$ cat src/rtl/conv_pkg.sv
// Shared constants, default tag layout and FSM encoding for the conv-layer window scheduler.
package conv_pkg;

    localparam int DEF_IMG_W      = 28;
    localparam int DEF_IMG_H      = 28;
    localparam int DEF_OUT_CH     = 8;
    localparam int DEF_MAC_LAT    = 3;
    localparam int DEF_FIFO_DEPTH = 4;
    localparam int DEF_DATA_W     = 18;

    // Index width that never collapses to zero bits for single-entry ranges.
    function automatic int idx_w(input int n);
        return (n > 1) ? $clog2(n) : 1;
    endfunction

    typedef struct packed {
        logic [idx_w(DEF_IMG_H-2)-1:0] row;
        logic [idx_w(DEF_IMG_W-2)-1:0] col;
        logic [idx_w(DEF_OUT_CH)-1:0]  ch;
    } tag_t;

    typedef enum logic [1:0] {
        ST_IDLE,
        ST_RUN,
        ST_DRAIN,
        ST_DONE
    } fsm_t;

endpackage

$ cat src/rtl/mac_result_fifo.sv
// First-word-fall-through result FIFO; an empty FIFO forwards the incoming word straight to the head.
module mac_result_fifo import conv_pkg::*; #(
    parameter int WIDTH = 8,
    parameter int DEPTH = 4
) (
    input  logic                       clk,
    input  logic                       rst,
    input  logic                       push,
    input  logic [WIDTH-1:0]           push_data,
    input  logic                       pop,
    output logic                       head_valid,
    output logic [WIDTH-1:0]           head_data,
    output logic [$clog2(DEPTH+1)-1:0] count
);

    localparam int PW = idx_w(DEPTH);
    localparam int CW = $clog2(DEPTH+1);

    logic [WIDTH-1:0] mem [DEPTH];
    logic [PW-1:0]    wr_ptr_reg;
    logic [PW-1:0]    rd_ptr_reg;
    logic [CW-1:0]    count_reg;
    logic             empty;

    function automatic logic [PW-1:0] ptr_inc(input logic [PW-1:0] p);
        return (p == PW'(DEPTH-1)) ? '0 : p + PW'(1);
    endfunction

    assign empty      = (count_reg == '0);
    assign head_valid = !empty || push;
    assign head_data  = !empty ? mem[rd_ptr_reg] : (push ? push_data : '0);
    assign count      = count_reg;

    always_ff @(posedge clk) begin
        if (push) begin
            mem[wr_ptr_reg] <= push_data;
        end
    end

    // Push+pop on an empty FIFO moves both pointers, so the bypassed word never lingers.
    always_ff @(posedge clk or negedge rst) begin
        if (!rst) begin
            wr_ptr_reg <= '0;
            rd_ptr_reg <= '0;
            count_reg  <= '0;
        end else begin
            if (push) begin
                wr_ptr_reg <= ptr_inc(wr_ptr_reg);
            end
            if (pop) begin
                rd_ptr_reg <= ptr_inc(rd_ptr_reg);
            end
            count_reg <= count_reg + CW'(push) - CW'(pop);
        end
    end

    assert property (@(posedge clk) disable iff (!rst)
        !(push && !pop && (count_reg == CW'(DEPTH))));

endmodule

$ cat src/rtl/conv_window_sched.sv
// Walks every 3x3 window per output channel, tags each MAC issue and re-aligns the tag with the
// late MAC result before handing both to a credit-protected result FIFO.
module conv_window_sched import conv_pkg::*; #(
    parameter int IMG_W      = DEF_IMG_W,
    parameter int IMG_H      = DEF_IMG_H,
    parameter int OUT_CH     = DEF_OUT_CH,
    parameter int MAC_LAT    = DEF_MAC_LAT,
    parameter int FIFO_DEPTH = DEF_FIFO_DEPTH,
    parameter int DATA_W     = DEF_DATA_W,
    localparam int RW = idx_w(IMG_H-2),
    localparam int CW = idx_w(IMG_W-2),
    localparam int HW = idx_w(OUT_CH)
) (
    input  logic              clk,
    input  logic              rst,
    input  logic              start,
    output logic              busy,
    output logic              done,
    output logic              win_valid,
    output logic [RW-1:0]     win_row,
    output logic [CW-1:0]     win_col,
    output logic [HW-1:0]     win_ch,
    input  logic [DATA_W-1:0] mac_result,
    output logic              res_valid,
    input  logic              res_ready,
    output logic [DATA_W-1:0] res_data,
    output logic [RW-1:0]     res_row,
    output logic [CW-1:0]     res_col,
    output logic [HW-1:0]     res_ch
);

    localparam int TW  = RW + CW + HW;
    localparam int NW  = idx_w(MAC_LAT+1);
    localparam int FCW = $clog2(FIFO_DEPTH+1);
    localparam logic [RW-1:0] ROW_LAST = RW'(IMG_H-3);
    localparam logic [CW-1:0] COL_LAST = CW'(IMG_W-3);
    localparam logic [HW-1:0] CH_LAST  = HW'(OUT_CH-1);

    typedef struct packed {
        logic [RW-1:0] row;
        logic [CW-1:0] col;
        logic [HW-1:0] ch;
    } win_tag_t;

    fsm_t          state_reg, state_next;
    logic [RW-1:0] row_reg, row_next;
    logic [CW-1:0] col_reg, col_next;
    logic [HW-1:0] ch_reg, ch_next;
    logic [NW-1:0] inflight_reg;
    logic [MAC_LAT-1:0]     pipe_vld_reg, pipe_vld_next;
    win_tag_t [MAC_LAT-1:0] pipe_tag_reg, pipe_tag_next;
    win_tag_t               cur_tag, head_tag;
    logic [DATA_W+TW-1:0]   head_word;
    logic [FCW-1:0]         fifo_count;
    logic                   issue, push, pop;

    // Credit: results already queued plus those still inside the MAC must fit in the FIFO.
    assign issue   = (state_reg == ST_RUN) &&
                     ((int'(fifo_count) + int'(inflight_reg)) < FIFO_DEPTH);
    assign push    = pipe_vld_reg[MAC_LAT-1];
    assign pop     = res_valid && res_ready;
    assign cur_tag = '{row: row_reg, col: col_reg, ch: ch_reg};

    assign pipe_vld_next[0] = issue;
    assign pipe_tag_next[0] = cur_tag;
    for (genvar gi = 1; gi < MAC_LAT; gi++) begin : g_tag_shift
        assign pipe_vld_next[gi] = pipe_vld_reg[gi-1];
        assign pipe_tag_next[gi] = pipe_tag_reg[gi-1];
    end

    always_comb begin
        state_next = state_reg;
        row_next   = row_reg;
        col_next   = col_reg;
        ch_next    = ch_reg;
        busy       = (state_reg != ST_IDLE);
        done       = (state_reg == ST_DONE);
        unique case (state_reg)
            ST_IDLE: begin
                if (start) state_next = ST_RUN;
            end
            ST_RUN: begin
                if (issue) begin
                    if (col_reg != COL_LAST) begin
                        col_next = col_reg + CW'(1);
                    end else begin
                        col_next = '0;
                        if (row_reg != ROW_LAST) begin
                            row_next = row_reg + RW'(1);
                        end else begin
                            row_next = '0;
                            if (ch_reg != CH_LAST) begin
                                ch_next = ch_reg + HW'(1);
                            end else begin
                                ch_next    = '0;
                                state_next = ST_DRAIN;
                            end
                        end
                    end
                end
            end
            ST_DRAIN: begin
                if ((inflight_reg == '0) && (fifo_count == '0)) state_next = ST_DONE;
            end
            ST_DONE: state_next = ST_IDLE;
            default: state_next = ST_IDLE;
        endcase
    end

    // The MAC has no stall, so the tag pipe shifts every cycle regardless of issue.
    always_ff @(posedge clk or negedge rst) begin
        if (!rst) begin
            state_reg    <= ST_IDLE;
            row_reg      <= '0;
            col_reg      <= '0;
            ch_reg       <= '0;
            inflight_reg <= '0;
            pipe_vld_reg <= '0;
            pipe_tag_reg <= '0;
        end else begin
            state_reg    <= state_next;
            row_reg      <= row_next;
            col_reg      <= col_next;
            ch_reg       <= ch_next;
            inflight_reg <= inflight_reg + NW'(issue) - NW'(push);
            pipe_vld_reg <= pipe_vld_next;
            pipe_tag_reg <= pipe_tag_next;
        end
    end

    assign win_valid = issue;
    assign win_row   = row_reg;
    assign win_col   = col_reg;
    assign win_ch    = ch_reg;

    mac_result_fifo #(
        .WIDTH (DATA_W + TW),
        .DEPTH (FIFO_DEPTH)
    ) u_fifo (
        .clk        (clk),
        .rst        (rst),
        .push       (push),
        .push_data  ({mac_result, pipe_tag_reg[MAC_LAT-1]}),
        .pop        (pop),
        .head_valid (res_valid),
        .head_data  (head_word),
        .count      (fifo_count)
    );

    assign head_tag = head_word[TW-1:0];
    assign res_data = head_word[DATA_W+TW-1:TW];
    assign res_row  = head_tag.row;
    assign res_col  = head_tag.col;
    assign res_ch   = head_tag.ch;

endmodule
$ cat config.mk
export PLATFORM = sky130hd
export DESIGN_NAME = conv_window_sched
export DESIGN_NICKNAME = d
export VERILOG_FILES = /design/src/rtl/conv_pkg.sv /design/src/rtl/mac_result_fifo.sv /design/src/rtl/conv_window_sched.sv
export SDC_FILE = /design/constraint.sdc
export NUM_CORES = 1
export LEC_CHECK = 0
export CAP_MARGIN = 20
export CORE_UTILIZATION = 45
export DETAILED_ROUTE_END_ITERATION = 16
export PLACE_DENSITY_LB_ADDON = 0.08
export SYNTH_ARGS = -nofsm -noshare
export SYNTH_HDL_FRONTEND = slang
export SYNTH_SLANG_ARGS = --single-unit
$ cat constraint.sdc
create_clock -name clk -period 2.2 [get_ports clk]
set_input_delay 0.66 -clock clk [delete_from_list [all_inputs] [get_ports clk]]
set_output_delay 0.66 -clock clk [all_outputs]
set_load 0.01 [all_outputs]
Word level (Yosys, flattened, before mapping)
Memories as Yosys holds them, arrays and structs flattened. Index checks and enable logic that the tools add are counted.

Add/sub/neg operators: 10. $mul: 0. Divide/modulo/power cells: 0. Order comparisons: 1. Equal/unequal tests: 14. Shift operators: 0. Muxes and demuxes: 16. Bitwise logic cells: 2. Reductions and logical operators: 13.

Operator list (count): two-way mux 31 bit (2); two-way mux 2 bit (8); != test 2 bit, second input constant (6); adder 5 x 1 -> 5 bit, second input constant (2); two-way mux 5 bit (2); != test 5 bit, second input constant (2); equality test 2 bit, second input constant (4); one-hot mux 2 bit (4 select lines) (1); AND reduction 6 bit (1); adder 2 x 1 -> 2 bit, second input constant (2); adder 3 x 2 -> 4 bit (1); logical NOT 2 bit (2); < comparator 4 x 3 -> 1 bit, second input constant (1); AND reduction 4 bit (1); adder 3 x 1 -> 3 bit (1); adder 3 x 1 -> 3 bit, second input constant (1); logical AND 1 bit (3); logical NOT 3 bit (1); two-way mux 3 bit (1); != test 3 bit, second input constant (1); AND reduction 3 bit (1); subtractor 3 x 1 -> 3 bit (1); adder 2 x 1 -> 2 bit (1); equality test 2 x 1 -> 1 bit, second input constant (1); 7 further kinds (9).

Register bits: 66. Bits in latches: 0. RAM bits: 124. ROM bits: 0. Input bits: 22. Output and inout bits: 48. Word-level logic and storage cells: 75. Memories kept: 1.

Memory list: u_fifo.mem (words 4, bits a word 31, rd ports 1, clocked after memory_dff 0, wr ports 1, RTL line mac_result_fifo.sv:19) `logic [WIDTH-1:0] mem [DEPTH];`.

Logic depth before layout (Yosys ltp)
Depth in word-level cells: 6. Depth in mapped cells: 9. Mapped depth without buffers: 8.

Cells and area by module
From an unflattened synthesis, not the netlist that was laid out.

Cells, all modules: 415. Area total of the unflattened synthesis: 7649.8 um2.

By module, submodules not included: mac_result_fifo (times used 1, cells each 267, area each 5475.3 um2, sequential area each 3898.7 um2); conv_window_sched (times used 1, cells each 148, area each 2174.6 um2, sequential area each 1476.4 um2).

Worst setup path after synthesis
No wires, ideal clock.

Path kind: register to register. Start: reg u_fifo.count_reg[1] (netlist: u_fifo.count[1]). End: reg u_fifo.count_reg[2] (netlist: u_fifo.count[2]). Setup time: 123 ps. Data arrival time: 2202 ps. Required time: 2077 ps. Setup slack: -125 ps. Cell stages (with the launch flop): 10. Path buffers: 1. Period minus slack after synthesis: 2325 ps. Cells stage by stage: dfrtp_1 > or3_1 > clkbuf_1 > o21ai_1 > inv_1 > ha_1 > inv_1 > ha_1 > fa_1 > xnor2_1.

Cells in the longest elaborated chain, start to end: 5. Elaborated cells on any way between the ends: 6. Classes of those cells: add/sub: 2; reduce/logical: 4.

RTL lines: from (decl) (RTL line mac_result_fifo.sv:22) `logic [CW-1:0] count_reg;`; from (signal assigned) (RTL line mac_result_fifo.sv:53) `count_reg <= count_reg + CW'(push) - CW'(pop);`; logical NOT 3 bit (RTL line mac_result_fifo.sv:29) `assign empty = (count_reg == '0);`; logical NOT 1 bit (RTL line mac_result_fifo.sv:30) `assign head_valid = !empty || push;`; logical OR 1 bit (RTL line mac_result_fifo.sv:30); logical AND 1 bit (RTL line conv_window_sched.sv:61) `assign pop = res_valid && res_ready;`; via pop (RTL line conv_window_sched.sv:55) `logic issue, push, pop;`; subtractor 3 x 1 -> 3 bit (RTL line mac_result_fifo.sv:53).

The timed path passes the listed nets, and every way through them passes these cells. A chain may end at the register's enable or synchronous reset.

Final worst setup path
Start: reg u_fifo.rd_ptr_reg[0]. End: out res_data[2].

Cells in the longest elaborated chain, start to end: 2.

RTL lines: from (decl) (RTL line mac_result_fifo.sv:21) `logic [PW-1:0] rd_ptr_reg;`; from (signal assigned) (RTL line mac_result_fifo.sv:51) `rd_ptr_reg <= ptr_inc(rd_ptr_reg);`; memory read (4 x 31 bit); two-way mux 31 bit (RTL line mac_result_fifo.sv:31) `assign head_data = !empty ? mem[rd_ptr_reg] : (push ? push_data : '0);`; to (decl) (RTL line conv_window_sched.sv:26) `output logic [DATA_W-1:0] res_data,`.

Every way passes these cells.

==> results.toml <==
[final_layout]
finalNonFillerCells = 794
nets = 607
drive_gt1_share_pct = 33.39
final_common_cell = "edfxtp_1"
finalCoreUtilization_pct = 59.11
layout_common_cells = "124 x edfxtp_1, 62 x nand2_1, 62 x dfrtp_1"
largest_reg_flops = 124
fin_area_sq_mm = 0.009458
syn_to_final_growth_pct = 27.49
antenna_cells = 0

[drt]
drt-initial-drc-count = 287
drc_errors = 0
via_count = 4076
viasPerCell = 5.134
drtPass1Iterations = 4
ant_nets = 0
wl_per_cell_microns = 18.71
drt_wl_total_microns = 14850

[synthesis]
seq_area_frac_synth_pct = 72.46
yosys-top-cells-area = "edfxtp_1 50%, dfrtp_1 22%, mux4_2 9.4%"
syn-num-nets = 494
yosysWarnings = 0
synthesis.area_sq_mm = 0.007418
synthCells = 452
synth_area_per_cell_sq_um = 16.41
yosys.area.top_type = "edfxtp_1"
ys_types = 37
synth_seq_cells = 190
yosys.area.top_type_share_pct = 50.19

[setup_path]
cp_max_fo = 7
crit_type = "flop to primary output"
critical_path_required_ns = 1.54
worstPathArrival_ns = 1.93
end_kind = "primary output"
start_kind = "flop"

[hold_path]
min_path_type = "primary input to async pin"

[sta]
post-route-min-period_ns = 2.586
finalClockSkew_ns = 0.008072
fin_setup_tns_ns = -11.12
fmax_mhz = 386.6
rsz0062_at_grt = "true"
final-hold-violation-count = 0
period_share_pct = 117.6
setup_ws_ns = -0.3863
setup_violations = 35
slew_violations = 0
worstMarginPinSlew_ns = 0.3561
slew_headroom_pct = 76.26

[clock_network]
clk_pin_slew_ns = 0.06
cts_buffer_depth = 2
clockRootBuffer = "clkbuf_16"
cts_buffers = 17
cts.sinks = 190
htreeDepth = 4
tritoncts = "yes"
insertion_delay_ns = 0.42

[floorplan]
dieArea_sq_mm = 0.01700
row_count = 46
die_x_microns = 130.4
core_sq_mm = 0.01600
die_y_microns = 130.4
io_pins = 70
initial_utilization_pct = 46.36

[grt]
grt_pass1_wl_microns = 22740
antenna_found_initial = 0
grt_start_max_net_pins = 67
overflow = 0
grt.total_usage_pct = 18.84
grt_pass1_vias = 4117

[placed_design]
dp_hpwl_microns = 8010
place_inst = 745
gp_congestion = 0.7536
io_buffers = 69
place_area_sq_mm = 0.008663

[status]
violations = "negative setup slack"
status = "complete, but fails checks"

[power_and_ir_drop]
peakVddDrop_v = 0.0007151
power.leakage_uw = 0.003692
powerDensity_mw_per_mm2 = 1249

[run]
max_cap_viol_count = 0
==> path summary, 6_finish.rpt <==
kind	start	endpoint	slack (ns)	cells after the start
max in group asynchronous	rst	win_col[3]$_DFFE_PN0P_	1.65	2
hold / removal	rst	u_fifo.count[2]$_DFF_PN0_	0.23	2
setup / recovery	u_fifo.rd_ptr_reg[0]$_DFFE_PN0P_	res_data[2]	-0.39	7
setup reg to reg	u_fifo.count[1]$_DFF_PN0_	u_fifo.count[2]$_DFF_PN0_	-0.21	9
min in group clk	pipe_tag_next[34]$_DFF_PN0_	pipe_tag_reg[34]$_DFF_PN0_	0.35	0
hold reg to reg	pipe_tag_next[34]$_DFF_PN0_	pipe_tag_reg[34]$_DFF_PN0_	0.35	0
==> synthesized netlist by cell type, drive strengths merged <==
| cell type | instances |
|---|---|
| nor2 | 5 |
| and2 | 5 |
| xnor2 | 4 |
| o31ai | 2 |
| or3 | 4 |
| o32a | 1 |
| mux4 | 31 |
| a21oi | 1 |
| nand2 | 69 |
| inv | 16 |
| nand3 | 5 |
| nand4 | 2 |
| buf | 21 |
| a311oi | 1 |
| nand4b | 1 |
| nor3 | 2 |
| clkbuf | 12 |
| a41oi | 1 |
| or2 | 1 |
| a21o | 2 |
| o21ai | 41 |
| a31oi | 3 |
| ha | 19 |
| and4b | 2 |
| mux2 | 6 |
| a21boi | 1 |
| a221oi | 1 |
| xor2 | 1 |
| fa | 1 |
| dfrtp | 66 |
| nor2b | 1 |
| edfxtp | 124 |
==> critical path, stage by stage, from the launching register on <==
cell,delay (ns)
dfrtp_2,0.44
buf_12,0.14
buf_12,0.14
buf_12,0.12
mux4_2,0.40
nand2_1,0.07
o21ai_1,0.05
buf_2,0.14
==> stage by stage <==
step / power (uW) / setup WS (ns) / hold slack, ns
6_report: 11820 / -0.3863 / 0.2329
5_1_grt: 12430 / -0.4645 / 0.2522
4_1_cts: 11970 / -0.4253 / 0.2476
3_5_place_dp: 8610 / -0.6001 / 0.3347
3_3_place_gp: 8523 / -0.5764 / 0.3329
2_1_floorplan: 6748 / 0.01894 / 0.3312
==> routing by layer <==
metal / global-route usage, % / up-vias / share of wire (%)
met5: 0 / - / 0
met4: 7.370 / 0 / 1.6
met3: 4.072 / 21 / 4.0
met2: 32.20 / 104 / 51
met1: 23.62 / 2059 / 43
li1: - / 1892 / -
==> kinds of logic (layout without fill, tap and decap cells) <==
group | count (synthesis) | after routing | share of synthesized area (%)
DFF | 190 | 190 | 72.46
and+or+nand+nor | 97 | 97 | 5.701
AOI/OAI and AO/OA | 54 | 54 | 4.250
buffers and inverters | 49 | 175 | 3.204
muxes | 37 | 37 | 10.32
adders and majority gates | 20 | 20 | 3.474
xor gates and xnor gates | 5 | 5 | 0.5903
==> layout make-up <==
type                       count  area (sq um)
clock buffer                  24         504.2
clock inverter                 8         55.05
fill                        1284          6543
inverter                      16         60.06
multi-input combinational    213          1939
sequential                   190          5380
tap                          216         270.3
timing repair buffer         127          1249
==> what timing repair did <==
| action | CTS | global route |
|---|---|---|
| resized for setup | 193 | 11 |
| pin swaps | 18 | 11 |
| buffers inserted | 15 | 1 |
| hold buffers | 0 | 0 |
| endpoints found under the setup margin | 38 | 43 |
| gates cloned | 5 | 0 |
==> where the power goes <==
group	internal, uW	total (uW)	leakage [uW]	switching (uW)
Sequential	4320	4580	0.00200	263
Combinational	2230	4370	0.00142	2140
Clock	1610	2870	0.000267	1250
Total	8160	11800	0.00369	3660
(Power assumes the default switching activity.)
